**src/rtl/fsm_pkg.sv**
```systemverilog
// Shared definitions for the serial frame transmitter and detector-side FSMs.
// Holds the state encodings and the line levels used for idle/start/stop.
// No logic; constants only.
package fsm_pkg;

    typedef enum logic [2:0] {
        IDLE   = 3'd0,
        START  = 3'd1,
        DATA   = 3'd2,
        PARITY = 3'd3,
        STOP   = 3'd4
    } state_e;

    localparam logic LINE_IDLE  = 1'b0;
    localparam logic LINE_START = 1'b1;
    localparam logic LINE_STOP  = 1'b0;

endpackage

```
**src/rtl/fsm_tx_shift.sv**
```systemverilog
// Loadable left-shift register with saturating bit counter and captured even parity.
// Latency: load/shift take effect on the next rising edge.
// No backpressure: the controller decides when to load and when to shift.
module fsm_tx_shift #(
    parameter int DATA_W = 8
) (
    input  logic              clk_i,
    input  logic              rst_i,
    input  logic              load_i,
    input  logic [DATA_W-1:0] data_i,
    input  logic              shift_i,
    output logic              msb_o,
    output logic              next_msb_o,
    output logic              last_bit_o,
    output logic              parity_o
);

    localparam int CNT_W = $clog2(DATA_W + 1);

    logic [DATA_W-1:0] sr_q, sr_d;
    logic [CNT_W-1:0]  cnt_q, cnt_d;
    logic              par_q, par_d;

    // Next-state: load wins over shift; counter holds once it reaches DATA_W.
    always_comb begin
        sr_d  = sr_q;
        cnt_d = cnt_q;
        par_d = par_q;
        if (load_i) begin
            sr_d  = data_i;
            cnt_d = '0;
            par_d = ^data_i;
        end else if (shift_i) begin
            sr_d = {sr_q[DATA_W-2:0], 1'b0};
            if (cnt_q != CNT_W'(DATA_W)) begin
                cnt_d = cnt_q + CNT_W'(1);
            end
        end
    end

    // State registers, cleared asynchronously.
    always_ff @(posedge clk_i or posedge rst_i) begin
        if (rst_i) begin
            sr_q  <= '0;
            cnt_q <= '0;
            par_q <= 1'b0;
        end else begin
            sr_q  <= sr_d;
            cnt_q <= cnt_d;
            par_q <= par_d;
        end
    end

    // The bit after the current MSB is what goes on the line after a shift.
    assign msb_o      = sr_q[DATA_W-1];
    assign next_msb_o = sr_q[DATA_W-2];
    // True on the shift edge that retires the final data bit.
    assign last_bit_o = (cnt_q == CNT_W'(DATA_W - 1));
    assign parity_o   = par_q;

endmodule

```
**src/rtl/fsm_serial_tx.sv**
```systemverilog
// Serial frame transmitter: start(1), data MSB first, optional even parity, stop(0).
// Latency: line changes one edge after accept; frame is DATA_W+2+PARITY_EN cycles.
// Ready only in IDLE/STOP; a new word accepted in STOP follows with no idle gap.
module fsm_serial_tx
    import fsm_pkg::*;
#(
    parameter int DATA_W    = 8,
    parameter int PARITY_EN = 0
) (
    input  logic              i_sys_clk,
    input  logic              i_rst,
    input  logic              i_load,
    input  logic [DATA_W-1:0] i_data,
    output logic              o_ready,
    output logic              o_data_out,
    output logic              o_busy,
    output logic              o_done
);

    state_e state_q;
    logic   line_q;
    logic   accept;
    logic   shift;
    logic   msb;
    logic   next_msb;
    logic   last_bit;
    logic   parity;

    assign o_ready = (state_q == IDLE) || (state_q == STOP);
    assign accept  = i_load && o_ready;
    assign shift   = (state_q == DATA);

    fsm_tx_shift #(
        .DATA_W(DATA_W)
    ) u_shift (
        .clk_i      (i_sys_clk),
        .rst_i      (i_rst),
        .load_i     (accept),
        .data_i     (i_data),
        .shift_i    (shift),
        .msb_o      (msb),
        .next_msb_o (next_msb),
        .last_bit_o (last_bit),
        .parity_o   (parity)
    );

    // Control FSM; the line value is registered alongside the state it belongs to.
    always_ff @(posedge i_sys_clk or posedge i_rst) begin
        if (i_rst) begin
            state_q <= IDLE;
            line_q  <= LINE_IDLE;
        end else begin
            case (state_q)
                IDLE: begin
                    if (accept) begin
                        state_q <= START;
                        line_q  <= LINE_START;
                    end else begin
                        line_q  <= LINE_IDLE;
                    end
                end
                START: begin
                    state_q <= DATA;
                    line_q  <= msb;
                end
                DATA: begin
                    if (last_bit) begin
                        if (PARITY_EN != 0) begin
                            state_q <= PARITY;
                            line_q  <= parity;
                        end else begin
                            state_q <= STOP;
                            line_q  <= LINE_STOP;
                        end
                    end else begin
                        line_q <= next_msb;
                    end
                end
                PARITY: begin
                    state_q <= STOP;
                    line_q  <= LINE_STOP;
                end
                STOP: begin
                    if (accept) begin
                        state_q <= START;
                        line_q  <= LINE_START;
                    end else begin
                        state_q <= IDLE;
                        line_q  <= LINE_IDLE;
                    end
                end
                default: begin
                    state_q <= IDLE;
                    line_q  <= LINE_IDLE;
                end
            endcase
        end
    end

    assign o_data_out = line_q;
    assign o_busy     = (state_q != IDLE);
    assign o_done     = (state_q == STOP);

endmodule

```
**config.mk**
```make
export PLATFORM = sky130hd
export DESIGN_NAME = fsm_serial_tx
export DESIGN_NICKNAME = d
export VERILOG_FILES = /design/src/rtl/fsm_pkg.sv /design/src/rtl/fsm_tx_shift.sv /design/src/rtl/fsm_serial_tx.sv
export SDC_FILE = /design/constraint.sdc
export NUM_CORES = 1
export LEC_CHECK = 0
export BUFFER_PORTS_ARGS = -buffer_cell sky130_fd_sc_hd__buf_2
export CAP_MARGIN = 20
export CORE_MARGIN = 3
export CORE_UTILIZATION = 56
export CTS_BUF_LIST = sky130_fd_sc_hd__clkbuf_4 sky130_fd_sc_hd__clkbuf_8
export DETAILED_ROUTE_END_ITERATION = 8
export PLACE_DENSITY = 0.77
export SLEW_MARGIN = 20
export SYNTH_ARGS = -nofsm -noshare
export SYNTH_HDL_FRONTEND = slang
export SYNTH_HIERARCHICAL = 1
export SYNTH_SLANG_ARGS = --single-unit
```
**constraint.sdc**
```tcl
create_clock -name i_sys_clk -period 1.55 [get_ports i_sys_clk]
set_input_delay 0.31 -clock i_sys_clk [delete_from_list [all_inputs] [get_ports i_sys_clk]]
set_output_delay 0.31 -clock i_sys_clk [all_outputs]
set_load 0.01 [all_outputs]
```
==> flow_metrics.tcl, run 1 <==
set metrics [dict create \
    status "complete, but fails checks" \
    violations "negative setup slack" \
    crit_arrival_ns 1.29 \
    whs_ns 0.226 \
    p_per_area_nw_per_um2 1750 \
    final_util 0.802 \
    core_region_area_um2 1200 \
    path_delay_family "flip-flops" \
    ioPinCount 15 \
    syn_to_final_growth_pct 22.6 \
    slew_viol_final 0 \
    dp_hpwl_um 1060 \
    diodes 0 \
    syn_avg_cell_area_um2 10.2 \
    dieArea_um2 1890 \
    final_area_um2 963 \
    routed.top_layer "met4" \
    min_path_type "in -> reg" \
    wl_met2_um 912 \
    drt_wl_total_um 1660 \
    final_common_cell "dfrtp_1" \
    ys_warn_count 6 \
    drt_iter0_markers 9 \
    die_w_um 43.5 \
    clk_pin_slew_worst_paths_ns 0.09 \
    cts_sinks 16 \
    fin_nets 114 \
    required_ns 1.24 \
    htree_levels 1 \
    max_freq_ghz 0.624 \
    grt-ovfl-total 0 \
    wl_met1_um 649 \
    die_y_um 43.5 \
    critical_path_class "reg -> out" \
    netlist_area_um2 786 \
    fin_crit_sh 1.03 \
    clock_power_share 0.127 \
    dr_total_vias 629 \
    period_needed_ns 1.60 \
    p_leak_nw 0.478 \
    synth_nets 90 \
    slowest_stage "dfrtp_1" \
    power.switching_mw 0.629 \
    worstMarginPinSlew_ns 0.458 \
    worstSetupStartpointType "flop" \
    num_rows 12 \
    final-seq-area_um2 400 \
    io_buffers 14 \
    endpoint_kind "output pin" \
    clk-insertion-delay-late_ns 0.28 \
    swShare 0.374 \
    drc 0 \
    wl_met3_um 82 \
    multi_input_area_um2 368 \
    finalWorstSetupSlack_ns -0.0516 \
    clk_path_buf_depth 2 \
    drv_cap 0 \
    ir_drop_uv 959 \
    antenna_found_initial 0 \
    cts_buffers 3 \
    ant_nets 0 \
    power_frac_seq 0.425 \
    finClkSkew_ns 0.00870 \
    grt_max_degree 22 \
    path_max_fanout 3 \
    initial_core_util 0.654 \
    drt_first_pass_iters 4 \
    vias_per_cell 5.57 \
    hold_viol 0 \
    fill_cells 92 \
    setup_violations 1 \
    layout_common_cells "dfrtp_1, buf_2, nand2_1" \
    critical_path.cell_chain "buf_6 > or3_1 > buf_2" \
    cts_root_buffer "clkbuf_4" \
    slew_headroom 0.695 \
    grt_pass1_wl_um 2750 \
    combPwrFrac 0.448 \
    route.detailed.wl_per_inst_um 14.7 \
    grt_use_total 0.202 \
    cts_tree "built" \
    crit_buf_inv 2 \
    placed_cell_area_um2 903 \
    layout-drive-gt1-share 0.283 \
    gp_congestion 0.744 \
    syn_inst 77 \
    worst_path_largest_cell_delay_ns 0.40 \
    grt_pass1_vias 613 \
    rsz0062_at_grt "true" \
    p_int_mw 1.05 \
]
-- final cells by class --
| type | count | area share |
|---|---|---|
| clock buffers | 3 | 0.0234 |
| inverters | 4 | 0.0156 |
| multi-input cells | 54 | 0.382 |
| flip-flops and latches | 16 | 0.416 |
| well taps | 14 | 0.0182 |
| repair buffers | 22 | 0.145 |
-- sequential cells by signal, indices dropped and copies added, names as in the netlist --
register       count
state_q            3
u_shift/cnt_q      4
o_data_out         1
u_shift/sr_q       8
-- per-stage QoR --
stage | setup WS (ns) | instances | setup TNS, ns | power, mW
after floorplan | 0.130 | 77 | 0 | 1.16
after global placement | 0.0980 | 107 | 0 | 1.36
after detailed placement | -0.0129 | 107 | -0.0129 | 1.39
after CTS | -0.0528 | 113 | -0.0883 | 1.65
after global routing | -0.0976 | 113 | -0.159 | 1.81
final | -0.0516 | 113 | -0.0516 | 1.68
-- final timing paths --
path,startpoint,to,slack (ns),cells after the start
worst max-delay path,state_q[1],o_busy,-0.05,3
worst min-delay path,i_data[5],u_shift/sr_q[5],0.23,3
min in group asynchronous,i_rst,o_data_out,0.45,3
worst max register to register,state_q[2],u_shift/sr_q[7],0.06,5
max in group asynchronous,i_rst,u_shift/cnt_q[0],0.66,3
worst min register to register,u_shift/sr_q[0],u_shift/sr_q[0],0.56,2
-- per-layer routing --
layer	global-route usage	vias up
met2	0.354	24
li1	-	302
met1	0.230	301
met4	0.127	0
met5	0	-
met3	0.0249	2
-- power groups by stage --
stage                     Combinational (mW)  Clock, mW  Sequential (mW)
after floorplan                        0.470          0            0.690
after global placement                 0.666          0            0.696
after detailed placement               0.688          0            0.702
after CTS                              0.730      0.221            0.699
after global routing                   0.838      0.242            0.727
final                                  0.754      0.214            0.715
-- tightest hold or removal path: stages --
cell     delay [ns]
buf_2          0.08
nand2_1        0.04
o21ai_0        0.06
-- repair_timing --
item | in CTS | in global routing
endpoints found under the setup margin | 2 | 10
pin swaps | 0 | 1
hold buffers | 1 | 0
endpoints found under the hold margin | 4 | 0
gates resized for setup | 2 | 2
buffers inserted | 2 | 0
No activity file was read; power rests on OpenSTA's default activity.
==> inputs of run 2 (changes only) <==
--- a/config.mk
+++ b/config.mk
@@ -12,6 +12,7 @@
 export CTS_BUF_LIST = sky130_fd_sc_hd__clkbuf_4 sky130_fd_sc_hd__clkbuf_8
 export DETAILED_ROUTE_END_ITERATION = 8
 export PLACE_DENSITY = 0.77
+export REMOVE_ABC_BUFFERS = 1
 export SLEW_MARGIN = 20
 export SYNTH_ARGS = -nofsm -noshare
 export SYNTH_HDL_FRONTEND = slang
==> run 2 against run 1 <==
Against the previous run: the flow still finishes with violations (negative setup slack); utilization increased by 0.62 points; maximum frequency increased by 0.64%; count of clock-buffer cells in the layout increased by 1; hold slack improved by 0.0044 ns; sequential share of layout area decreased by 0.32 points; critical path depth unchanged; sequential power decreased by 3%; combinational power decreased by 3.4%; die area unchanged; setup slack improved by 0.010 ns; global-route usage decreased by 1.3 points; total power increased by 0.91%; critical path type unchanged.
==> flow_metrics.tcl, run 2 (synthesis gave the netlist of run 1 again) <==
set metrics [dict create \
    grt_max_degree 22 \
    worst_path_largest_cell_delay_ns 0.39 \
    max_freq_ghz 0.628 \
    worstMarginPinSlew_ns 0.459 \
    drv_cap 0 \
    drt_iter0_markers 8 \
    io_buffers 14 \
    route.detailed.wl_per_inst_um 12.6 \
    drt_wl_total_um 1420 \
    cts_sinks 16 \
    period_needed_ns 1.59 \
    critical_path.cell_chain "buf_6 > or3_1 > buf_2" \
    clk_path_buf_depth 2 \
    dieArea_um2 1890 \
    p_leak_nw 0.481 \
    grt_pass1_wl_um 2660 \
    fin_crit_sh 1.03 \
    clk-insertion-delay-late_ns 0.28 \
    syn_to_final_growth_pct 23.6 \
    worstSetupStartpointType "flop" \
    status "complete, but fails checks" \
    die_w_um 43.5 \
    initial_core_util 0.654 \
    critical_path_class "reg -> out" \
    core_region_area_um2 1200 \
    dr_total_vias 596 \
    placed_cell_area_um2 896 \
    htree_levels 1 \
    grt-ovfl-total 0 \
    grt_use_total 0.189 \
    clk_pin_slew_worst_paths_ns 0.09 \
    grt_pass1_vias 621 \
    drt_first_pass_iters 3 \
    diodes 0 \
    layout_common_cells "dfrtp_1, buf_2, nand2_1" \
    finClkSkew_ns 0.00175 \
    ant_nets 0 \
    cts_buffers 3 \
    finalWorstSetupSlack_ns -0.0414 \
    min_from "i_data[7]" \
    drc 0 \
    ir_drop_uv 1030 \
    crit_start "state_q[1]" \
    top_regs "u_shift/sr_q x8, u_shift/cnt_q x4, state_q x3" \
    reg2reg_from "state_q[2]" \
    layout-drive-gt1-share 0.273 \
    hold_viol 0 \
    cts_root_buffer "clkbuf_4" \
    antenna_found_initial 0 \
    final_util 0.808 \
    violations "negative setup slack" \
    r2r_setup_slack_ns 0.15 \
    rsz0062_at_grt "true" \
    final_common_cell "dfrtp_1" \
    critPathCapture "o_busy" \
    vias_per_cell 5.27 \
    largest_reg_flops 8 \
    ioPinCount 15 \
    final_area_um2 971 \
    gp_congestion 0.766 \
    p_per_area_nw_per_um2 1750 \
    slew_headroom 0.694 \
    crit_arrival_ns 1.28 \
    die_y_um 43.5 \
    fill_cells 88 \
    num_rows 12 \
    endpoint_kind "output pin" \
    reg2reg_to "u_shift/sr_q[5]" \
    reg2reg_depth 5 \
    setup_violations 1 \
    path_max_fanout 3 \
    fin_nets 113 \
    slew_viol_final 0 \
    top_register "u_shift/sr_q" \
    required_ns 1.24 \
    min_path_type "in -> reg" \
    slowest_stage "dfrtp_1" \
    dp_hpwl_um 1010 \
    cts_tree "built" \
]
[run 2: cell count changes in the layout (fill, tap and decap cells not counted), sizes merged]
cell	change
clkbuf	+1
buf	-1
[run 2: routing by layer]
layer  wire [um]  global-route usage  share of wire
met4           0              0.0723              0
met5           0                   0              0
met3          61              0.0373          0.043
met1         626               0.237           0.44
met2         733               0.319           0.52
[run 2: repair_timing]
action / in CTS / in global routing
gates resized for setup: 2 / 2
pin swaps: 1 / 0
buffers inserted: 2 / 0
hold buffers: 1 / 0
endpoints found under the setup margin: 1 / 9
endpoints found under the hold margin: 4 / 0
[run 2: layout make-up]
type	instances	area, um^2	area share
tap	14	17.5	0.0180
clock buffer	4	36.3	0.0374
multi-input combinational	54	365	0.376
timing repair buffer	21	136	0.140
sequential	16	400	0.412
inverter	4	15.0	0.0155
[run 2: how the worst min path moves through the flow]
stage | endpoint | slack [ns] | depth (start not counted)
5_1_grt | u_shift/sr_q[0] | 0.23 | 3
6_report | u_shift/sr_q[7] | 0.23 | 3
2_1_floorplan | o_data_out | 0.08 | 1
3_3_place_gp | o_data_out | 0.20 | 2
4_1_cts | u_shift/sr_q[7] | 0.22 | 3
3_5_place_dp | o_data_out | 0.21 | 2
[run 2: stage by stage]
stage | cells | power, mW | setup TNS (ns) | hold WS, ns | worst slack, ns
floorplan | 74 | 1.15 | -4.13 | 0.0761 | -0.378
global placement | 106 | 1.34 | 0 | 0.203 | 0.133
detailed placement | 106 | 1.37 | 0 | 0.211 | 0.0940
CTS | 113 | 1.70 | -0.0453 | 0.224 | -0.0453
global route | 113 | 1.85 | -0.114 | 0.231 | -0.0937
finish | 113 | 1.70 | -0.0414 | 0.230 | -0.0414
[run 2: critical path: cells and delay by family, from the launching register on]
kind,cells,cell delay [ns]
buffers and inverters,2,0.26
and+or+nand+nor,1,0.35
DFF,1,0.39
[run 2: where the power goes]
group / leakage, nW / switching, mW / internal (mW)
Clock: 0.0210 / 0.131 / 0.143
Sequential: 0.205 / 0.115 / 0.581
Combinational: 0.255 / 0.355 / 0.374
